--- config.mk ---
export PLATFORM = sky130hd
export DESIGN_NAME = clk_divider_multi
export DESIGN_NICKNAME = d
export VERILOG_FILES = /design/src/rtl/clk_divider_multi.sv
export SDC_FILE = /design/constraint.sdc
export NUM_CORES = 1
export LEC_CHECK = 0
export ABC_AREA = 1
export CAP_MARGIN = 10
export CORE_MARGIN = 2
export CORE_UTILIZATION = 60
export DETAILED_ROUTE_END_ITERATION = 8
export PLACE_DENSITY = 0.77
export SLEW_MARGIN = 20
export SYNTH_ARGS = -nofsm -noshare
export SYNTH_HDL_FRONTEND = slang
export SYNTH_SLANG_ARGS = --single-unit
--- constraint.sdc ---
create_clock -name clk -period 6.89 [get_ports clk]
set_input_delay 1.0335 -clock clk [delete_from_list [all_inputs] [get_ports clk]]
set_output_delay 1.0335 -clock clk [all_outputs]
set_load 0.01 [all_outputs]
--- src/rtl/clk_divider_multi.sv ---
// Multi-channel clock/tick divider: CH independent 50%-duty enables with
// runtime half-periods that change only at a half-period boundary.
module clk_divider_multi #(
  parameter int unsigned CH_W         = 2,
  parameter int unsigned CNT_W        = 27,
  parameter int unsigned DEFAULT_HALF = 50000000
) (
  input  logic                 clk,
  input  logic                 reset,
  input  logic                 en,
  input  logic                 sync_clr,
  input  logic                 cfg_wr,
  input  logic [CH_W-1:0]      cfg_ch,
  input  logic [CNT_W-1:0]     cfg_half,
  output logic [2**CH_W-1:0]   cfg_pending,
  output logic [2**CH_W-1:0]   clk_out,
  output logic [2**CH_W-1:0]   tick
);

  localparam int unsigned      CH       = 2**CH_W;
  localparam logic [CNT_W-1:0] HALF_RST = CNT_W'(DEFAULT_HALF);
  localparam logic [CNT_W-1:0] ONE      = CNT_W'(1);

  logic [CNT_W-1:0] cnt_q   [CH];
  logic [CNT_W-1:0] cnt_d   [CH];
  logic [CNT_W-1:0] half_q  [CH];
  logic [CNT_W-1:0] half_d  [CH];
  logic [CNT_W-1:0] stage_q [CH];
  logic [CNT_W-1:0] stage_d [CH];
  logic [CH-1:0]    pend_q, pend_d;
  logic [CH-1:0]    out_q, out_d;
  logic [CH-1:0]    tick_q, tick_d;
  logic [CH-1:0]    wr_sel;

  always_comb begin
    wr_sel = '0;
    for (int unsigned i = 0; i < CH; i++) begin
      wr_sel[i] = cfg_wr && (cfg_ch == CH_W'(i));
    end
  end

  // Priority per channel: sync_clr, then disabled, then normal count/freeze.
  // A write on a live channel is evaluated last so it re-arms pend even on
  // the boundary that just consumed the previous stage.
  always_comb begin
    for (int unsigned i = 0; i < CH; i++) begin
      cnt_d[i]   = cnt_q[i];
      half_d[i]  = half_q[i];
      stage_d[i] = stage_q[i];
      pend_d[i]  = pend_q[i];
      out_d[i]   = out_q[i];
      tick_d[i]  = 1'b0;
      if (sync_clr) begin
        cnt_d[i]  = '0;
        out_d[i]  = 1'b0;
        pend_d[i] = 1'b0;
        if (pend_q[i]) half_d[i] = stage_q[i];
        if (wr_sel[i]) half_d[i] = cfg_half;
      end else if (half_q[i] == '0) begin
        cnt_d[i] = '0;
        out_d[i] = 1'b0;
        if (wr_sel[i]) half_d[i] = cfg_half;
      end else begin
        if (en) begin
          if (cnt_q[i] == half_q[i] - ONE) begin
            cnt_d[i]  = '0;
            out_d[i]  = ~out_q[i];
            tick_d[i] = ~out_q[i];
            if (pend_q[i]) begin
              half_d[i] = stage_q[i];
              pend_d[i] = 1'b0;
            end
          end else begin
            cnt_d[i] = cnt_q[i] + ONE;
          end
        end
        if (wr_sel[i]) begin
          stage_d[i] = cfg_half;
          pend_d[i]  = 1'b1;
        end
      end
    end
  end

  always_ff @(posedge clk or negedge reset) begin
    if (!reset) begin
      for (int unsigned i = 0; i < CH; i++) begin
        cnt_q[i]   <= '0;
        half_q[i]  <= HALF_RST;
        stage_q[i] <= '0;
      end
      pend_q <= '0;
      out_q  <= '0;
      tick_q <= '0;
    end else begin
      for (int unsigned i = 0; i < CH; i++) begin
        cnt_q[i]   <= cnt_d[i];
        half_q[i]  <= half_d[i];
        stage_q[i] <= stage_d[i];
      end
      pend_q <= pend_d;
      out_q  <= out_d;
      tick_q <= tick_d;
    end
  end

  assign cfg_pending = pend_q;
  assign clk_out     = out_q;
  assign tick        = tick_q;

endmodule

**Word level (Yosys, flattened, before mapping)**

Cells that the tools add are included.

- Output and inout bits: 12
- Input bits: 34
- Logic and storage cells: 190
- Bits in registers: 336

- Equal/unequal tests: 15
- $add $sub $neg: 8
- Reduce and logical (&&, ||, !) cells: 41
- Muxes and demuxes: 96
- Bitwise operators: 9

Operators by type and width:

| kind | number |
|---|---|
| 27-bit 2-to-1 mux | 44 |
| 27-bit by 1-bit adder with 27-bit output (second input constant) | 4 |
| 27-bit == test | 4 |
| 27-bit zero test | 4 |
| 27-bit by 1-bit subtractor with 27-bit output (second input constant) | 4 |
| 1-bit 2-to-1 mux | 52 |
| 3-bit nonzero test | 16 |
| 3-bit AND reduction | 12 |
| 3-bit inequality test (second input constant) | 4 |
| 1-bit inverter | 9 |
| 2-bit inequality test (second input constant) | 4 |
| 2-bit AND reduction | 4 |
| 2-bit == test (second input constant) | 2 |
| 1-bit logical AND | 4 |
| 2-bit by 1-bit == test with 1-bit output (second input constant) | 1 |
| 2-bit zero test | 1 |

**Logic depth before layout (Yosys ltp)**

- Depth after elaboration: 7
- Mapped depth: 19
- Mapped depth without buffers: 18

**Worst setup path after synthesis**

No wires, ideal clock.

- Path type: input port to flip-flop
- From: input port sync_clr
- To: register half_q[30] (netlist bit)
- Stages: 9
- Buffers on the path: 2
- Required time: 6824 ps
- Data arrival time: 2368 ps
- Library setup time: 66 ps
- Slack: 4456 ps
- Path through: inv_1 > clkbuf_1 > nand2_1 > o21ai_1 > clkbuf_1 > nand2_1 > o21ai_0 > nand4_1 > nand2_1

- Word-level cells in the longest chain between the ends: 2
- Elaborated cells between the ends (all ways): 5
- Those cells by class: 1 x eq/ne; 1 x mux; 3 x reduce/logical

RTL lines:

| item | RTL line | RTL |
|---|---|---|
| start: declaration | 11 | `input logic sync_clr,` |
| 3-bit inequality test (no source line) or 3-bit nonzero test (tied branches) | n/a |  |
| 3-bit AND reduction (no source line) | n/a |  |
| end signal: indexed assignment | 98 | `half_q[i] <= half_d[i];` |
| end: declaration | 26 | `logic [CNT_W-1:0] half_q [CH];` |

Parallel ways exist; a longest one is shown, timed or not.
A chain may end at the register's enable or synchronous reset.

**Worst setup path after layout**

- From: input port sync_clr
- To: register half_q[9] (netlist bit)

The elaborated chain is that of the path after synthesis.

==> results.tsv <==
stage	metric	value	unit
run_status	outcome	finished, final reports clean	
detailed_routing	Avg Vias per Cell	5.698	
power_and_ir_drop	static leakage	11.78	nW
clock_tree	CTS Root Cell	clkbuf_16	
die	die area	0.03977	mm²
timing	# setup viols final	0	
timing	post-layout min period	3561	ps
synthesis	predominant post-synthesis flop cell	dfrtp_1	
power_and_ir_drop	Power Total	6.581	mW
die	# rows	71	
synthesis	post-synthesis sequential area ratio	0.3695	
clock_tree	CTS Buf Count	38	
clock_tree	clock sink count	336	
timing	worst rel slew slack	0.2981	
timing	Slew Viols, Final	0	
power_and_ir_drop	Psw	2.406	mW
placed_design	placed insts	3736	
global_routing	vias in the first global route	20093	
detailed_routing	total number of vias	21681	
detailed_routing	Iteration-0 DRC Markers	1839	
setup_path	kind of critical path	in2reg	
placed_design	Port Buffer Count	45	
power_and_ir_drop	combinational group share of total power	0.286	
global_routing	largest net degree at the start of global routing	150	
clock_tree	Setup Fix Bufs, Post-CTS	0	
placed_design	DPL Wire Length	47720	µm
timing	Clock Skew	19.94	ps
min_path	worst hold path endpoint	stage_q[9]	
min_path	hold path depth	2	
die	Starting Density	0.6084	
placed_design	area post-placement	0.02346	mm²
synthesis	Avg Inst Size Synth	6.974	µm²
synthesis	library cells used by synthesis	53	
clock_tree	H-Tree Depth	2	
setup_path	crit start category	input pin	
setup_path	arrival time at the worst endpoint	4060	ps
finish	n_diodes	0	
timing	final hold violations	0	
finish	layout cells sized above 1	0.09077	
timing	RSZ-0062 raised after global routing	no	
synthesis	Post-synth EDFFs	0	
synthesis	mapped cell area	0.02292	mm²
global_routing	first-pass GRT wire length	106500	µm
setup_path	CP required	7380	ps
finish	post-route non-filler standard cell count	3805	
detailed_routing	routed len/inst	17.28	µm
power_and_ir_drop	Sequential Power Share	0.400	
setup_path	Worst R2R Path Depth	17	
timing	actual slew at the worst max-slew pin	1050	ps
global_routing	Tot GR Track Use	0.3385	
timing	sum of negative setup slack	0	ps
clock_tree	Worst-path clk slew	60	ps
global_routing	GRT overflow	0	
clock_tree	post_cts resized	0	
synthesis	Async SR Flop Fraction	1.000	
clock_tree	Worst-Skew Late Latency	570	ps
setup_path	RR Endpoint	half_q[60]	
die	Die Y	199.4	µm
timing	Fmax	280.8	MHz
power_and_ir_drop	PwrDens	266.0	mW/mm²
min_path	HP Class	reg2reg	
setup_path	reg2reg start	half_q[54]	
clock_tree	CTS Buffer Depth	3	
finish	NumNets Final	3307	
setup_path	crit-path max FO	27	
detailed_routing	iteration count of the initial detailed-routing pass	8	
global_routing	initial antenna violation count	0	
power_and_ir_drop	Clock power frac	0.314	
setup_path	R2R setup slack	3330	ps
die	area of the core	0.03767	mm²
timing	crit share post-route	0.5169	
clock_tree	CTS hold repair buffers	0	
synthesis	Mapped Cells	3286	
finish	multi-input logic area	0.01268	mm²
power_and_ir_drop	internal power	4.175	mW
clock_tree	TritonCTS clock tree	done	
die	Die X	199.4	µm
die	Ports	46	
detailed_routing	drt drc	0	
power_and_ir_drop	VDD IR-drop max	0.0002235	V
job	Max-cap violations	0	
synthesis	Syn. warnings	0	
detailed_routing	Routed WL	65750	µm
min_path	Hold Startpoint	stage_q[9]	
placed_design	GPL Wtd Cong	0.9981	
synthesis	flops & latches, synth	336	
finish	Fill cells	3373	
power_and_ir_drop	sw frac	0.3656	
synthesis	syn nets	3328	
finish	storage element area	0.008468	mm²
setup_path	Critical Path End Type	flop	
detailed_routing	Routed Antenna Nets	0	
finish	fin area	0.02474	mm²
finish	area grow syn2layout	7.955	%
[synth_stat cells (4+ instances only)]
| cell | number | share of area |
|---|---|---|
| nor2_4 | 13 | 0.0064 |
| and3_1 | 6 | 0.0016 |
| dfstp_2 | 48 | 0.055 |
| inv_1 | 263 | 0.043 |
| nand4_1 | 94 | 0.026 |
| xor2_1 | 116 | 0.044 |
| o21ai_1 | 7 | 0.0015 |
| nor4_1 | 12 | 0.0033 |
| xnor2_1 | 65 | 0.025 |
| nor2_1 | 373 | 0.061 |
| nand3_4 | 5 | 0.0038 |
| nand3_2 | 8 | 0.0035 |
| inv_2 | 21 | 0.0034 |
| clkbuf_1 | 68 | 0.011 |
| dfrtp_1 | 288 | 0.31 |
| mux2_2 | 55 | 0.027 |
| nand2_4 | 4 | 0.0020 |
| nand2_2 | 21 | 0.0057 |
| buf_6 | 20 | 0.0098 |
| ha_1 | 8 | 0.0044 |
| buf_2 | 20 | 0.0044 |
| nor3b_1 | 6 | 0.0020 |
| a21oi_1 | 30 | 0.0066 |
| nor3_1 | 56 | 0.012 |
| nand3b_1 | 28 | 0.0092 |
| nor2_2 | 26 | 0.0071 |
| buf_4 | 11 | 0.0036 |
| nand2_1 | 1032 | 0.17 |
| o21ai_0 | 291 | 0.064 |
| o211ai_1 | 6 | 0.0020 |
| nand3_1 | 246 | 0.054 |
[kinds of logic (layout without fill, tap and decap cells)]
group / count (synthesis) / count (layout) / share of synthesized area
xor+xnor: 182 / 182 / 0.06988
compound gates: 348 / 348 / 0.07818
mux: 56 / 56 / 0.02746
simple gates: 1946 / 1946 / 0.3728
buf+inv: 410 / 418 / 0.07780
fa+ha+maj: 8 / 8 / 0.004368
flops: 336 / 336 / 0.3695
[registers in the layout (all words and copies together) (netlist names)]
signal / flops
clk_out: 4
cnt_q: 108
cfg_pending: 4
half_q: 108
stage_q: 108
tick: 4
[power by group through the flow]
stage / Clock [mW] / Sequential, mW / Combinational, mW
floorplan: 0 / 2.52 / 1.47
global placement: 0 / 2.64 / 1.81
detailed placement: 0 / 2.65 / 1.85
CTS: 2.10 / 2.62 / 1.87
global route: 2.17 / 2.67 / 2.16
finish: 2.07 / 2.63 / 1.88
[area by class of cell]
class | instances | share of cell area
multi-input cells | 2540 | 0.5125
clock inverters | 14 | 0.005007
clock buffers | 55 | 0.04673
flip-flops and latches | 336 | 0.3423
repair buffers | 62 | 0.02407
well taps | 511 | 0.02584
inverters | 287 | 0.04354
[metal layers]
metal	track usage	wire, µm	vias up
met1	0.4786	29220	10205
li1	-	-	10549
met5	0	0	-
met2	0.5250	29100	799
met4	0.1150	2157	0
met3	0.06042	5271	128
[per-stage QoR]
step                      setup WS [ps]  hold WS, ps  utilization
after floorplan                    4456        447.6            -
after global placement             2898        461.0       0.6228
after detailed placement           2816        467.8       0.6228
after CTS                          3370        481.8       0.6568
after global routing               2984        502.5       0.6568
final                              3329        480.9       0.6568
[critical path: stages]
cell and delay, ps:
clkdlybuf4s50_1 590, inv_1 110, buf_4 240, nand2_1 220
nor2_1 680, inv_1 520, nand3_4 430, nand2_1 120
nand2_1 80
[worst max path at each step]
| stage | from | cells past startpoint | end | slack (ps) |
|---|---|---|---|---|
| after floorplan | sync_clr | 9 | half_q[30] | 4460 |
| after global placement | sync_clr | 9 | half_q[5] | 2900 |
| after detailed placement | sync_clr | 9 | half_q[9] | 2820 |
| after CTS | half_q[54] | 17 | half_q[60] | 3370 |
| after global routing | half_q[54] | 17 | half_q[60] | 2980 |
| final | sync_clr | 9 | half_q[9] | 3330 |
[cell usage in the layout, fill, tap and decap left out, drive strengths merged, types with 6 or more instances in the layout]
cell type and count:
mux2 55, nand4 94, inv 285, clkdlybuf4s50 44, o211ai 6, xnor2 65, dfstp 48, dfrtp 288
nor3b 6, clkbuf 55, nand3 259, a21oi 30, xor2 117, ha 8, nand3b 28, o21ai 299
nor3 59, clkinv 15, nor2 413, buf 18, nor4 15, and3 6, nand2 1057
(Power assumes the default switching activity.)
